<file path="config.mk">
export PLATFORM = sky130hd
export DESIGN_NAME = mc_scoreboard
export DESIGN_NICKNAME = d
export VERILOG_FILES = /design/src/rtl/mc_scoreboard_pkg.sv /design/src/rtl/mc_sb_pend_vec.sv /design/src/rtl/mc_scoreboard.sv
export SDC_FILE = /design/constraint.sdc
export NUM_CORES = 1
export LEC_CHECK = 0
export ABC_CLOCK_PERIOD_IN_PS = 2300
export BUFFER_PORTS_ARGS = -buffer_cell sky130_fd_sc_hd__buf_2
export CORE_ASPECT_RATIO = 1.25
export CORE_MARGIN = 2
export CORE_UTILIZATION = 40
export CTS_CLUSTER_SIZE = 25
export DETAILED_ROUTE_END_ITERATION = 10
export PLACE_DENSITY = 0.57
export SLEW_MARGIN = 10
export SYNTH_ARGS = -nofsm -noshare
export SYNTH_HDL_FRONTEND = slang
export SYNTH_SLANG_ARGS = --single-unit
</file>
<file path="constraint.sdc">
create_clock -name clk -period 2.3 [get_ports clk]
set_input_delay 0.115 -clock clk [delete_from_list [all_inputs] [get_ports clk]]
set_output_delay 0.115 -clock clk [all_outputs]
set_load 0.02 [all_outputs]
</file>
<file path="src/rtl/mc_scoreboard_pkg.sv">
// mc_scoreboard_pkg: shared types and constants for the multi-cycle hazard scoreboard.
package mc_scoreboard_pkg;
  localparam int NUM_REGS = 32;
  localparam logic [4:0] X0 = 5'd0;
  localparam int SB_LAT_W = 4;
  typedef enum logic {RF_INT, RF_FP} rf_sel_e;
  typedef struct packed {
    logic [4:0]          rd;
    rf_sel_e             rf;
    logic [SB_LAT_W-1:0] latency;
  } sb_issue_t;
  function automatic logic [NUM_REGS-1:0] onehot(input logic [4:0] idx);
    return NUM_REGS'(1) << idx;
  endfunction
endpackage

</file>
<file path="src/rtl/mc_sb_pend_vec.sv">
// mc_sb_pend_vec: per-register pending bits with set/clear, lookups that
// hide a same-cycle clear, and issue-over-clear priority.
module mc_sb_pend_vec
  import mc_scoreboard_pkg::*;
#(
  parameter bit MASK_X0 = 1'b0,
  parameter int N_LK    = 4
) (
  input  logic                clk,
  input  logic                reset_n,
  input  logic                i_set_en,
  input  logic [4:0]          i_set_idx,
  input  logic                i_clr_en,
  input  logic [4:0]          i_clr_idx,
  input  logic [N_LK-1:0][4:0] i_lk_idx,
  output logic [N_LK-1:0]     o_lk_hit,
  output logic                o_clr_err
);
  logic [NUM_REGS-1:0] r_pend, w_set, w_clr, w_live;
  assign w_set = (i_set_en && !(MASK_X0 && i_set_idx == X0)) ? onehot(i_set_idx) : '0;
  assign w_clr = i_clr_en ? onehot(i_clr_idx) : '0;
  // A register written back this cycle is supplied by forwarding, so it is no longer live
  assign w_live = r_pend & ~w_clr;
  assign o_clr_err = i_clr_en && !r_pend[i_clr_idx] && !(MASK_X0 && i_clr_idx == X0);
  for (genvar g = 0; g < N_LK; g++) begin : g_lk
    assign o_lk_hit[g] = w_live[i_lk_idx[g]];
  end
  always_ff @(posedge clk or negedge reset_n)
    if (!reset_n) r_pend <= '0;
    else          r_pend <= w_live | w_set;
endmodule

</file>
<file path="src/rtl/mc_scoreboard.sv">
// mc_scoreboard: tracks destinations of in-flight multi-cycle ops, stalls dependent
// ID ops and arbitrates writeback slots for fixed-latency issues.
module mc_scoreboard
  import mc_scoreboard_pkg::*;
#(
  parameter int MAX_OUTSTANDING = 4,
  parameter int WB_DEPTH        = 8,
  parameter int LAT_W           = SB_LAT_W
) (
  input  logic             clk,
  input  logic             reset_n,
  input  logic             issue_valid,
  input  logic [4:0]       issue_rd,
  input  logic             issue_is_fp,
  input  logic [LAT_W-1:0] issue_latency,
  input  logic             cmpl_valid,
  input  logic [4:0]       cmpl_rd,
  input  logic             cmpl_is_fp,
  input  logic [4:0]       rs1_id,
  input  logic [4:0]       rs2_id,
  input  logic [4:0]       rs3_id,
  input  logic             rs1_fp_id,
  input  logic             rs2_fp_id,
  input  logic             rs3_used_id,
  input  logic [4:0]       rd_id,
  input  logic             rd_fp_id,
  input  logic             rd_wr_id,
  output logic             hazard_stall,
  output logic             issue_stall,
  output logic             busy,
  output logic             sb_error
);
  sb_issue_t           w_iss;
  logic [3:0]          r_out_cnt;
  logic [WB_DEPTH-1:0] r_wb_slot, w_slot_shift, w_lat_mask;
  logic                r_err, w_accept, w_dec, w_int_err, w_fp_err;
  logic [2:0]          w_int_hit;
  logic [3:0]          w_fp_hit;
  assign w_iss = '{rd: issue_rd, rf: issue_is_fp ? RF_FP : RF_INT, latency: SB_LAT_W'(issue_latency)};
  assign w_lat_mask = (w_iss.latency == '0) ? '0 : WB_DEPTH'(1) << (w_iss.latency - 1'b1);
  // Collision is judged against the slot map as it will look next cycle, where the new reservation lands
  assign w_slot_shift = r_wb_slot >> 1;
  assign issue_stall = ((r_out_cnt == 4'(MAX_OUTSTANDING)) && !cmpl_valid) || |(w_slot_shift & w_lat_mask);
  assign w_accept = issue_valid && !issue_stall;
  assign w_dec = cmpl_valid && r_out_cnt != '0;
  mc_sb_pend_vec #(.MASK_X0(1'b1), .N_LK(3)) u_int (
    .clk(clk), .reset_n(reset_n),
    .i_set_en(w_accept && w_iss.rf == RF_INT), .i_set_idx(w_iss.rd),
    .i_clr_en(cmpl_valid && !cmpl_is_fp), .i_clr_idx(cmpl_rd),
    .i_lk_idx({rd_id, rs2_id, rs1_id}), .o_lk_hit(w_int_hit), .o_clr_err(w_int_err)
  );
  mc_sb_pend_vec #(.MASK_X0(1'b0), .N_LK(4)) u_fp (
    .clk(clk), .reset_n(reset_n),
    .i_set_en(w_accept && w_iss.rf == RF_FP), .i_set_idx(w_iss.rd),
    .i_clr_en(cmpl_valid && cmpl_is_fp), .i_clr_idx(cmpl_rd),
    .i_lk_idx({rs3_id, rd_id, rs2_id, rs1_id}), .o_lk_hit(w_fp_hit), .o_clr_err(w_fp_err)
  );
  assign hazard_stall = (rs1_fp_id ? w_fp_hit[0] : w_int_hit[0]) ||
                        (rs2_fp_id ? w_fp_hit[1] : w_int_hit[1]) ||
                        (rs3_used_id && w_fp_hit[3]) ||
                        (rd_wr_id && (rd_fp_id ? w_fp_hit[2] : w_int_hit[2]));
  assign busy = r_out_cnt != '0;
  assign sb_error = r_err;
  always_ff @(posedge clk or negedge reset_n)
    if (!reset_n) begin
      r_out_cnt <= '0;
      r_wb_slot <= '0;
      r_err     <= 1'b0;
    end else begin
      r_out_cnt <= r_out_cnt + {3'd0, w_accept} - {3'd0, w_dec};
      r_wb_slot <= w_slot_shift | (w_accept ? w_lat_mask : '0);
      r_err     <= r_err || w_int_err || w_fp_err;
    end
endmodule

</file>
==> qor.csv, run 1 <==
metric,value,unit
powerDensity,682,mW/mm^2
drive_gt1_share,39.2,%
rsz0062_at_grt,true,
mostFrequentLayoutCell,buf_4,
drc,0,
wl_per_cell,25.3,um
yosysWarnings,0,
cts_max_level,3,
portBuffers,48,
period_needed,2.56,ns
clock_skew,0.00913,ns
cp.arrival,2.44,ns
chipHeight,145,um
firstDrtPassIters,5,
syn_area,0.00633,sq mm
syn_to_final_growth,36.3,%
ys.flop_type,dfrtp_1,
instances_no_fill,1082,
status,"complete, but fails checks",
dr_wl_met2,13600,um
crit_slowest_cell,or4b_4,
grt_use_total,33.3,%
synth_edf_count,0,
critPathMaxStageDelay,0.49,ns
dpl.hpwl,21600,um
path_cells,"buf_4, buf_2, or4b_4, or2_4, a311oi_4, a211oi_2, o2111ai_1, a311oi_1, a41oi_1, nand4_1, buf_6",
ios,49,
async_flop_share,100,%
p_leak,3.61,nW
grt_max_degree,46,
dp_cells,1054,
end_kind,output port,
hold_slack,0.0363,ns
start_util,40.8,%
syn_nets,735,
ant_nets,0,
drv_slew,0,
drt_iter0_drc,701,
gp_congestion,0.992,
worst_pin_slew,0.644,ns
violations,negative setup slack,
stdcell_area,0.00863,sq mm
antenna_cells,0,
clk_pin_slew,0.06,ns
clk-insertion-delay-late,0.35,ns
maxCapViolCount,0,
cts_tree,yes,
fmax,391,MHz
cp_top_family,simple AND/OR/NAND/NOR gates,
std_cell_rows,51,
place_area,0.00787,sq mm
start_kind,primary input,
met3WireLength,1940,um
setup_ws,-0.258,ns
synthCells,683,
gr-total-overflow,0,
top_layer,met4,
clock-root-buffer,clkbuf_16,
worst-path-buf-inv,3,
clock_sinks,76,
die_w,117,um
first_global_vias,6696,
finalPower,0.00588,W
final_nets,919,
hold_class,in2reg,
crit_fanout,11,
setup_viol,1,
ys_types,74,
yosysSeqAreaShare,30.0,%
drt_wl_total,27300,um
critPathRequiredTime,2.18,ns
hold_viol,0,
viasPerCell,6.35,
num_vias,6874,
wl_met1,10100,um
antenna_found_initial,0,
cts_buffers,9,
ys_ff_latch,76,
fp.dieArea,0.0169,sq mm
syn_avg_cell_area,9.27,sq um
slew_headroom,57.0,%
clock_path_buffers,2,
grt_first_pass_wirelength,40500,um
peakVddDrop,0.000478,V
post-route-period-util,111,%
fp.coreArea,0.0155,sq mm
layout_common_cells,"buf_4, o21ai_0, dfrtp_1",
critical_path_class,in2out,
## routing by layer
metal | global-route usage, % | vias up
li1 | - | 3020
met1 | 39.6 | 3363
met2 | 56.6 | 376
met3 | 6.29 | 115
met4 | 17.7 | 0
met5 | 0 | -
## repair_timing
action,in CTS,in global routing
hold buffers,1,0
cloned,0,2
buffers inserted,8,3
setup endpoints to repair,3,4
hold endpoints to repair,44,0
pin swaps,18,13
resized for setup,49,32
## through the flow
step | setup slack (ns) | utilization (%) | setup TNS, ns
floorplan | 0.00281 | - | 0
global placement | -0.385 | 50.7 | -0.448
detailed placement | -0.374 | 50.7 | -0.544
CTS | -0.229 | 54.5 | -0.273
global route | -0.335 | 55.7 | -0.340
finish | -0.258 | 55.7 | -0.258
## cell type report
| cell class | count | area (sq um) |
|---|---|---|
| Clock buffer | 10 | 239 |
| Clock inverter | 4 | 51.3 |
| Fill cell | 1417 | 6880 |
| Inverter | 26 | 97.6 |
| Multi-Input combinational cell | 528 | 4330 |
| Sequential cell | 76 | 1900 |
| Tap cell | 212 | 265 |
| Timing Repair Buffer | 226 | 1740 |
## kinds of logic (layout without fill, tap and decap cells)
logic type | after synthesis | count (layout) | share of synthesized area, %
flops | 76 | 76 | 30.0
xor+xnor | 2 | 2 | 0.277
mux | 68 | 68 | 17.6
buf+inv | 79 | 266 | 6.01
simple gates | 178 | 178 | 16.3
compound gates | 273 | 273 | 28.3
fa+ha+maj | 7 | 7 | 1.50
## state kept, by name, summed over array words and instances (netlist names)
name / flops
u_fp.r_pend: 32
sb_error: 1
r_wb_slot: 7
u_int.r_pend: 32
r_out_cnt: 4
## power by group
group	internal [W]	leakage, nW	switching [W]
registers	0.00162	0.984	0.000212
clock network	0.000857	0.140	0.000563
logic	0.00127	2.49	0.00136
total	0.00375	3.61	0.00214
## synthesized netlist by cell type, types with 5 or more instances
cell | instances | area (sq um)
o311ai_1 | 5 | 43.8
o211ai_1 | 12 | 90.1
a22oi_1 | 5 | 37.5
nor2_1 | 39 | 146
mux2i_1 | 26 | 260
dfrtp_1 | 76 | 1900
o21ai_1 | 20 | 100
o21ai_2 | 11 | 96.3
nand4_1 | 5 | 31.3
nor3_1 | 7 | 35.0
nand2b_1 | 7 | 43.8
a211oi_1 | 10 | 75.1
inv_1 | 24 | 90.1
o22ai_1 | 10 | 62.6
o21bai_1 | 15 | 113
a31oi_1 | 8 | 50.1
nand3b_1 | 7 | 52.6
mux2_2 | 7 | 78.8
ha_1 | 6 | 75.1
mux4_2 | 34 | 766
a211o_1 | 6 | 52.6
o21a_1 | 10 | 75.1
clkbuf_1 | 32 | 120
nand2_1 | 44 | 165
o21ai_0 | 95 | 475
nand3_1 | 22 | 110
a21oi_1 | 16 | 80.1
buf_6 | 7 | 78.8
buf_4 | 6 | 45.0
and2_1 | 5 | 31.3
o221ai_1 | 5 | 43.8
a21boi_1 | 7 | 52.6
buf_2 | 7 | 35.0
nor2b_1 | 8 | 50.1
## path summary, 6_finish.rpt
path	start	end	depth (start not counted)	slack [ns]
setup reg to reg	r_wb_slot[7]$_DFF_PN0_	r_out_cnt[1]$_DFF_PN0_	9	0.06
setup / recovery	cmpl_rd[1]	hazard_stall	11	-0.26
hold reg to reg	sb_error$_DFF_PN0_	sb_error$_DFF_PN0_	1	0.45
max in group asynchronous	reset_n	u_fp.r_pend[13]$_DFF_PN0_	3	1.34
min in group asynchronous	reset_n	u_int.r_pend[28]$_DFF_PN0_	2	0.34
hold / removal	issue_latency[2]	r_wb_slot[7]$_DFF_PN0_	2	0.04
(Power assumes the default switching activity.)
==> inputs of run 2 (changes only) <==
--- a/config.mk
+++ b/config.mk
@@ -5,7 +5,7 @@
 export SDC_FILE = /design/constraint.sdc
 export NUM_CORES = 1
 export LEC_CHECK = 0
-export ABC_CLOCK_PERIOD_IN_PS = 2300
+export ABC_CLOCK_PERIOD_IN_PS = 2200
 export BUFFER_PORTS_ARGS = -buffer_cell sky130_fd_sc_hd__buf_2
 export CORE_ASPECT_RATIO = 1.25
 export CORE_MARGIN = 2
==> constraint.sdc (replaced) <==
create_clock -name clk -period 2.2 [get_ports clk]
set_input_delay 0.11 -clock clk [delete_from_list [all_inputs] [get_ports clk]]
set_output_delay 0.11 -clock clk [all_outputs]
set_load 0.02 [all_outputs]
==> run 2 against run 1 <==
Net effect:
- the run still ends with negative setup slack left
- non-clock buffer count decreased by 10
- critical path depth unchanged
- first-iteration DRC count increased by 12%
- sequential share of layout area increased by 0.34 points
- sequential power increased by 5%
- hold slack got worse by 0.016 ns
- clock skew decreased by 0.0017 ns
- critical path type unchanged
- largest power group unchanged
- highest routed layer unchanged
==> qor.csv, run 2 (same netlist as run 1, synthesis figures left out) <==
metric,value,unit
fmax,389,MHz
syn_to_final_growth,34.2,%
stdcell_area,0.00850,sq mm
finalPower,0.00630,W
status,"complete, but fails checks",
hold_depth,2,
antenna_cells,0,
dpl.hpwl,21800,um
r2r_slack,-0.07,ns
clock_skew,0.00739,ns
gr-total-overflow,0,
viasPerCell,6.43,
clock-root-buffer,clkbuf_16,
die_w,117,um
fillCellCount,1453,
r2r_cells,9,
final_nets,909,
chipHeight,145,um
setup_tns,-0.443,ns
first_global_vias,7057,
place_area,0.00785,sq mm
drc,0,
grt_max_degree,44,
grt_use_total,34.1,%
clk_pin_slew,0.06,ns
cp.arrival,2.46,ns
start_util,40.8,%
worst_pin_slew,0.629,ns
std_cell_rows,51,
grt_first_pass_wirelength,41700,um
violations,negative setup slack,
cts_buffers,9,
drv_slew,0,
mostFrequentLayoutCell,buf_4,
largestRegisters,"u_fp.r_pend x32, u_int.r_pend x32, r_wb_slot x7",
r2r_end,r_out_cnt[1]$_DFF_PN0_,
ios,49,
num_vias,6908,
maxCapViolCount,0,
end_kind,output port,
powerDensity,741,mW/mm^2
dp_cells,1051,
peakVddDrop,0.000556,V
slew_headroom,58.0,%
post-route-period-util,117,%
wl_per_cell,26.1,um
setup_viol,2,
rsz0062_at_grt,true,
cts_tree,yes,
critPathRequiredTime,2.09,ns
instances_no_fill,1074,
critical_path_class,in2out,
drt_wl_total,28000,um
hp-start,issue_latency[1],
place_ws,-0.442,ns
crit_fanout,23,
ant_nets,0,
period_needed,2.57,ns
clock_path_buffers,2,
firstDrtPassIters,5,
drive_gt1_share,39.0,%
fp.coreArea,0.0155,sq mm
cts_max_level,3,
clock_sinks,76,
clk-insertion-delay-late,0.36,ns
drt_iter0_drc,784,
start_kind,primary input,
gp_congestion,1.03,
antenna_found_initial,0,
layout_common_cells,"buf_4, o21ai_0, dfrtp_1",
hold_viol,0,
min_to,r_wb_slot[3]$_DFF_PN0_,
fp.dieArea,0.0169,sq mm
portBuffers,48,
r2r-start,r_wb_slot[2]$_DFF_PN0_,
p_leak,3.55,nW
setup_ws,-0.371,ns
hold_class,in2reg,
[run 2: area by class of cell]
cell class / count / area [sq um] / share of cell area [%]
multi-input combinational: 528 / 4310 / 50.7
sequential: 76 / 1900 / 22.4
timing repair buffer: 216 / 1620 / 19.0
tap: 212 / 265 / 3.12
clock buffer: 11 / 253 / 2.97
inverter: 26 / 97.6 / 1.15
clock inverter: 5 / 58.8 / 0.692
[run 2: power by group]
group          switching (W)  internal, W
sequential          0.000233      0.00169
clock               0.000642     0.000942
combinational        0.00145      0.00134
total                0.00232      0.00398
[run 2: what timing repair did]
action / CTS / global route
hold buffers: 1 / 0
gates cloned: 0 / 1
gates resized for setup: 30 / 58
pin swaps: 9 / 18
setup endpoints to repair: 4 / 38
hold endpoints to repair: 42 / 0
setup buffers: 5 / 1
[run 2: metrics by stage]
stage	hold WS, ns	utilization, %
2_1_floorplan	-0.186	-
3_3_place_gp	0.158	50.6
3_5_place_dp	0.167	50.6
4_1_cts	0.0206	53.8
5_1_grt	0.0457	54.8
6_report	0.0204	54.8
[run 2: routing by layer]
metal  global-route usage [%]  routed length (um)  vias up
met5                        0                   0        -
met4                     22.6                2160        0
met3                     5.66                2130      123
met2                     57.3               13600      393
met1                     39.8               10100     3389
li1                         -                   -     3003
[run 2: how the worst max path moves through the flow]
stage,from,end,slack (ns),cells after the start
floorplan,r_wb_slot[7]$_DFF_PN0_,r_out_cnt[2]$_DFF_PN0_,-0.08,9
global placement,cmpl_rd[1],hazard_stall,-0.43,11
detailed placement,cmpl_rd[4],hazard_stall,-0.44,10
CTS,cmpl_rd[1],hazard_stall,-0.32,12
global route,cmpl_rd[2],hazard_stall,-0.42,12
finish,cmpl_rd[1],hazard_stall,-0.37,11
[run 2: worst max-delay path, cell delays in order]
cell	delay [ns]
buf_2	0.10
buf_12	0.16
or4b_4	0.59
o21ai_4	0.27
nor2_1	0.07
o32ai_1	0.28
a211o_1	0.17
nand4_1	0.14
nor3_2	0.23
nand4_1	0.16
buf_6	0.17
==> inputs of run 3 (changes only) <==
--- a/config.mk
+++ b/config.mk
@@ -5,14 +5,15 @@
 export SDC_FILE = /design/constraint.sdc
 export NUM_CORES = 1
 export LEC_CHECK = 0
-export ABC_CLOCK_PERIOD_IN_PS = 2200
+export ABC_CLOCK_PERIOD_IN_PS = 2850
 export BUFFER_PORTS_ARGS = -buffer_cell sky130_fd_sc_hd__buf_2
 export CORE_ASPECT_RATIO = 1.25
 export CORE_MARGIN = 2
 export CORE_UTILIZATION = 40
+export CTS_BUF_LIST = sky130_fd_sc_hd__clkbuf_4 sky130_fd_sc_hd__clkbuf_8
 export CTS_CLUSTER_SIZE = 25
 export DETAILED_ROUTE_END_ITERATION = 10
-export PLACE_DENSITY = 0.57
+export PLACE_DENSITY = 0.55
 export SLEW_MARGIN = 10
 export SYNTH_ARGS = -nofsm -noshare
 export SYNTH_HDL_FRONTEND = slang
==> constraint.sdc (replaced) <==
create_clock -name clk -period 2.85 [get_ports clk]
set_input_delay 0.1425 -clock clk [delete_from_list [all_inputs] [get_ports clk]]
set_output_delay 0.1425 -clock clk [all_outputs]
set_load 0.02 [all_outputs]
==> run 3 against run 2 <==
Net effect:
- the run now ends clean
- largest power group unchanged
- sequential power shrank 23%
- sequential share of layout area grew 3.5 points
- clock power shrank 52%
- die area is the same
- critical path depth shrank 2
==> qor.csv, run 3 (same netlist as run 1, synthesis figures left out) <==
metric,value,unit
die_w,117,um
hold_viol,0,
place_area,0.00711,sq mm
p_comb_share,44.1,%
first_global_vias,6345,
period_needed,2.75,ns
drive_gt1_share,27.2,%
clock_sinks,76,
clock-root-buffer,clkbuf_8,
fp.dieArea,0.0169,sq mm
portBuffers,48,
p_leak,2.98,nW
grt_use_total,31.1,%
cell_internal_pwr,0.00243,W
critical_path_class,reg2out,
layout_common_cells,"o21ai_0, buf_4, dfrtp_1",
cp.arrival,2.61,ns
gp_congestion,1.02,
r2r_cells,6,
end_kind,output port,
drc,0,
setup_tns,0,ns
setup_viol,0,
critPathRequiredTime,2.71,ns
clk_pin_slew,0.08,ns
hold_depth,2,
cts_max_level,3,
fmax,364,MHz
stdcell_area,0.00735,sq mm
clock_skew,0.0196,ns
dpl.hpwl,19900,um
grt_first_pass_wirelength,37900,um
firstDrtPassIters,6,
antenna_cells,0,
r2r_slack,0.30,ns
clock_path_buffers,2,
place_ws,0.0492,ns
crit_fanout,3,
drv_slew,0,
r2r-start,r_wb_slot[7]$_DFF_PN0_,
r2r_end,u_int.r_pend[2]$_DFF_PN0_,
p_sw_share,39.3,%
antenna_found_initial,0,
gr-total-overflow,0,
post-route-period-util,96.4,%
largestRegisters,"u_fp.r_pend x32, u_int.r_pend x32, r_wb_slot x7",
wl_per_cell,26.1,um
hold_class,in2reg,
status,completed,
hp-start,issue_latency[1],
drt_iter0_drc,879,
ios,49,
mostFrequentLayoutCell,o21ai_0,
power_frac_clock,19.1,%
drt_wl_total,25600,um
fp.coreArea,0.0155,sq mm
min_to,r_wb_slot[3]$_DFF_PN0_,
p_sw,0.00157,W
maxCapViolCount,0,
ant_nets,0,
slew_headroom,33.9,%
num_vias,6544,
setup_ws,0.102,ns
worst_pin_slew,0.991,ns
viasPerCell,6.68,
clk-insertion-delay-late,0.39,ns
grt_max_degree,77,
powerDensity,544,mW/mm^2
start_util,40.8,%
start_kind,register,
chipHeight,145,um
power_frac_seq,36.8,%
std_cell_rows,51,
cts_buffers,9,
peakVddDrop,0.000401,V
rsz0062_at_grt,false,
syn_to_final_growth,16.1,%
final_nets,817,
cts_tree,yes,
run 3: changes by cell type in the layout (fill, tap and decap cells not counted), sizes merged:
cell,delta
bufinv,-1
inv,-1
clkinvlp,-1
buf,-93
clkbuf,+2
run 3: stage by stage:
step                instances  total power (W)  hold WS, ns  utilization (%)
floorplan                 683          0.00246       -0.153                -
global placement          964          0.00316        0.367             45.9
detailed placement        964          0.00319        0.380             45.9
finish                    980          0.00400       0.0349             47.4
CTS                       979          0.00395       0.0163             47.0
global route              980          0.00420       0.0426             47.4
run 3: worst max-delay path: stages (launching register included):
cell and delay, ns:
dfrtp_1 0.40, o21ai_0 0.15, buf_4 0.19, mux4_2 0.47, and2_1 0.17, o311ai_1 0.31
o211a_1 0.23, nor3_2 0.05, nand4_1 0.08, buf_2 0.17
run 3: repair_timing:
item	CTS	global route
hold buffers	1	0
hold endpoints to repair	76	0
setup buffers	0	1
setup endpoints to repair	0	1
gates resized for setup	0	13
run 3: how the worst max path moves through the flow:
stage	startpoint	endpoint	slack [ns]	cells after the start
detailed placement	cmpl_rd[0]	hazard_stall	0.05	11
global route	cmpl_rd[0]	hazard_stall	0.00006	12
CTS	cmpl_rd[0]	hazard_stall	0.03	11
floorplan	r_wb_slot[7]$_DFF_PN0_	r_out_cnt[2]$_DFF_PN0_	0.51	9
global placement	cmpl_rd[2]	hazard_stall	0.05	12
finish	u_fp.r_pend[31]$_DFF_PN0_	hazard_stall	0.10	9
run 3: power groups by stage:
stage                     sequential (W)  combinational (W)  clock, W
after floorplan                  0.00141            0.00105         0
after global placement           0.00147            0.00169         0
after detailed placement         0.00148            0.00171         0
after CTS                        0.00146            0.00172  0.000774
after global routing             0.00149            0.00188  0.000825
final                            0.00147            0.00177  0.000765
run 3: final cells by class:
cell class	count	area (sq um)
sequential	76	1900
fill	1531	8150
inverter	26	97.6
timing repair buffer	124	818
multi-input combinational	528	4100
clock buffer	12	153
clock inverter	2	12.5
tap	212	265
run 3: metal layers:
metal	up-vias	part of all wire [%]	routed length, um	global-route usage [%]
met4	0	7.8	1990	21.9
met1	3201	37	9350	37.4
li1	2813	-	-	-
met2	410	47	12100	49.7
met3	120	8.3	2140	6.37
met5	-	0	0	0
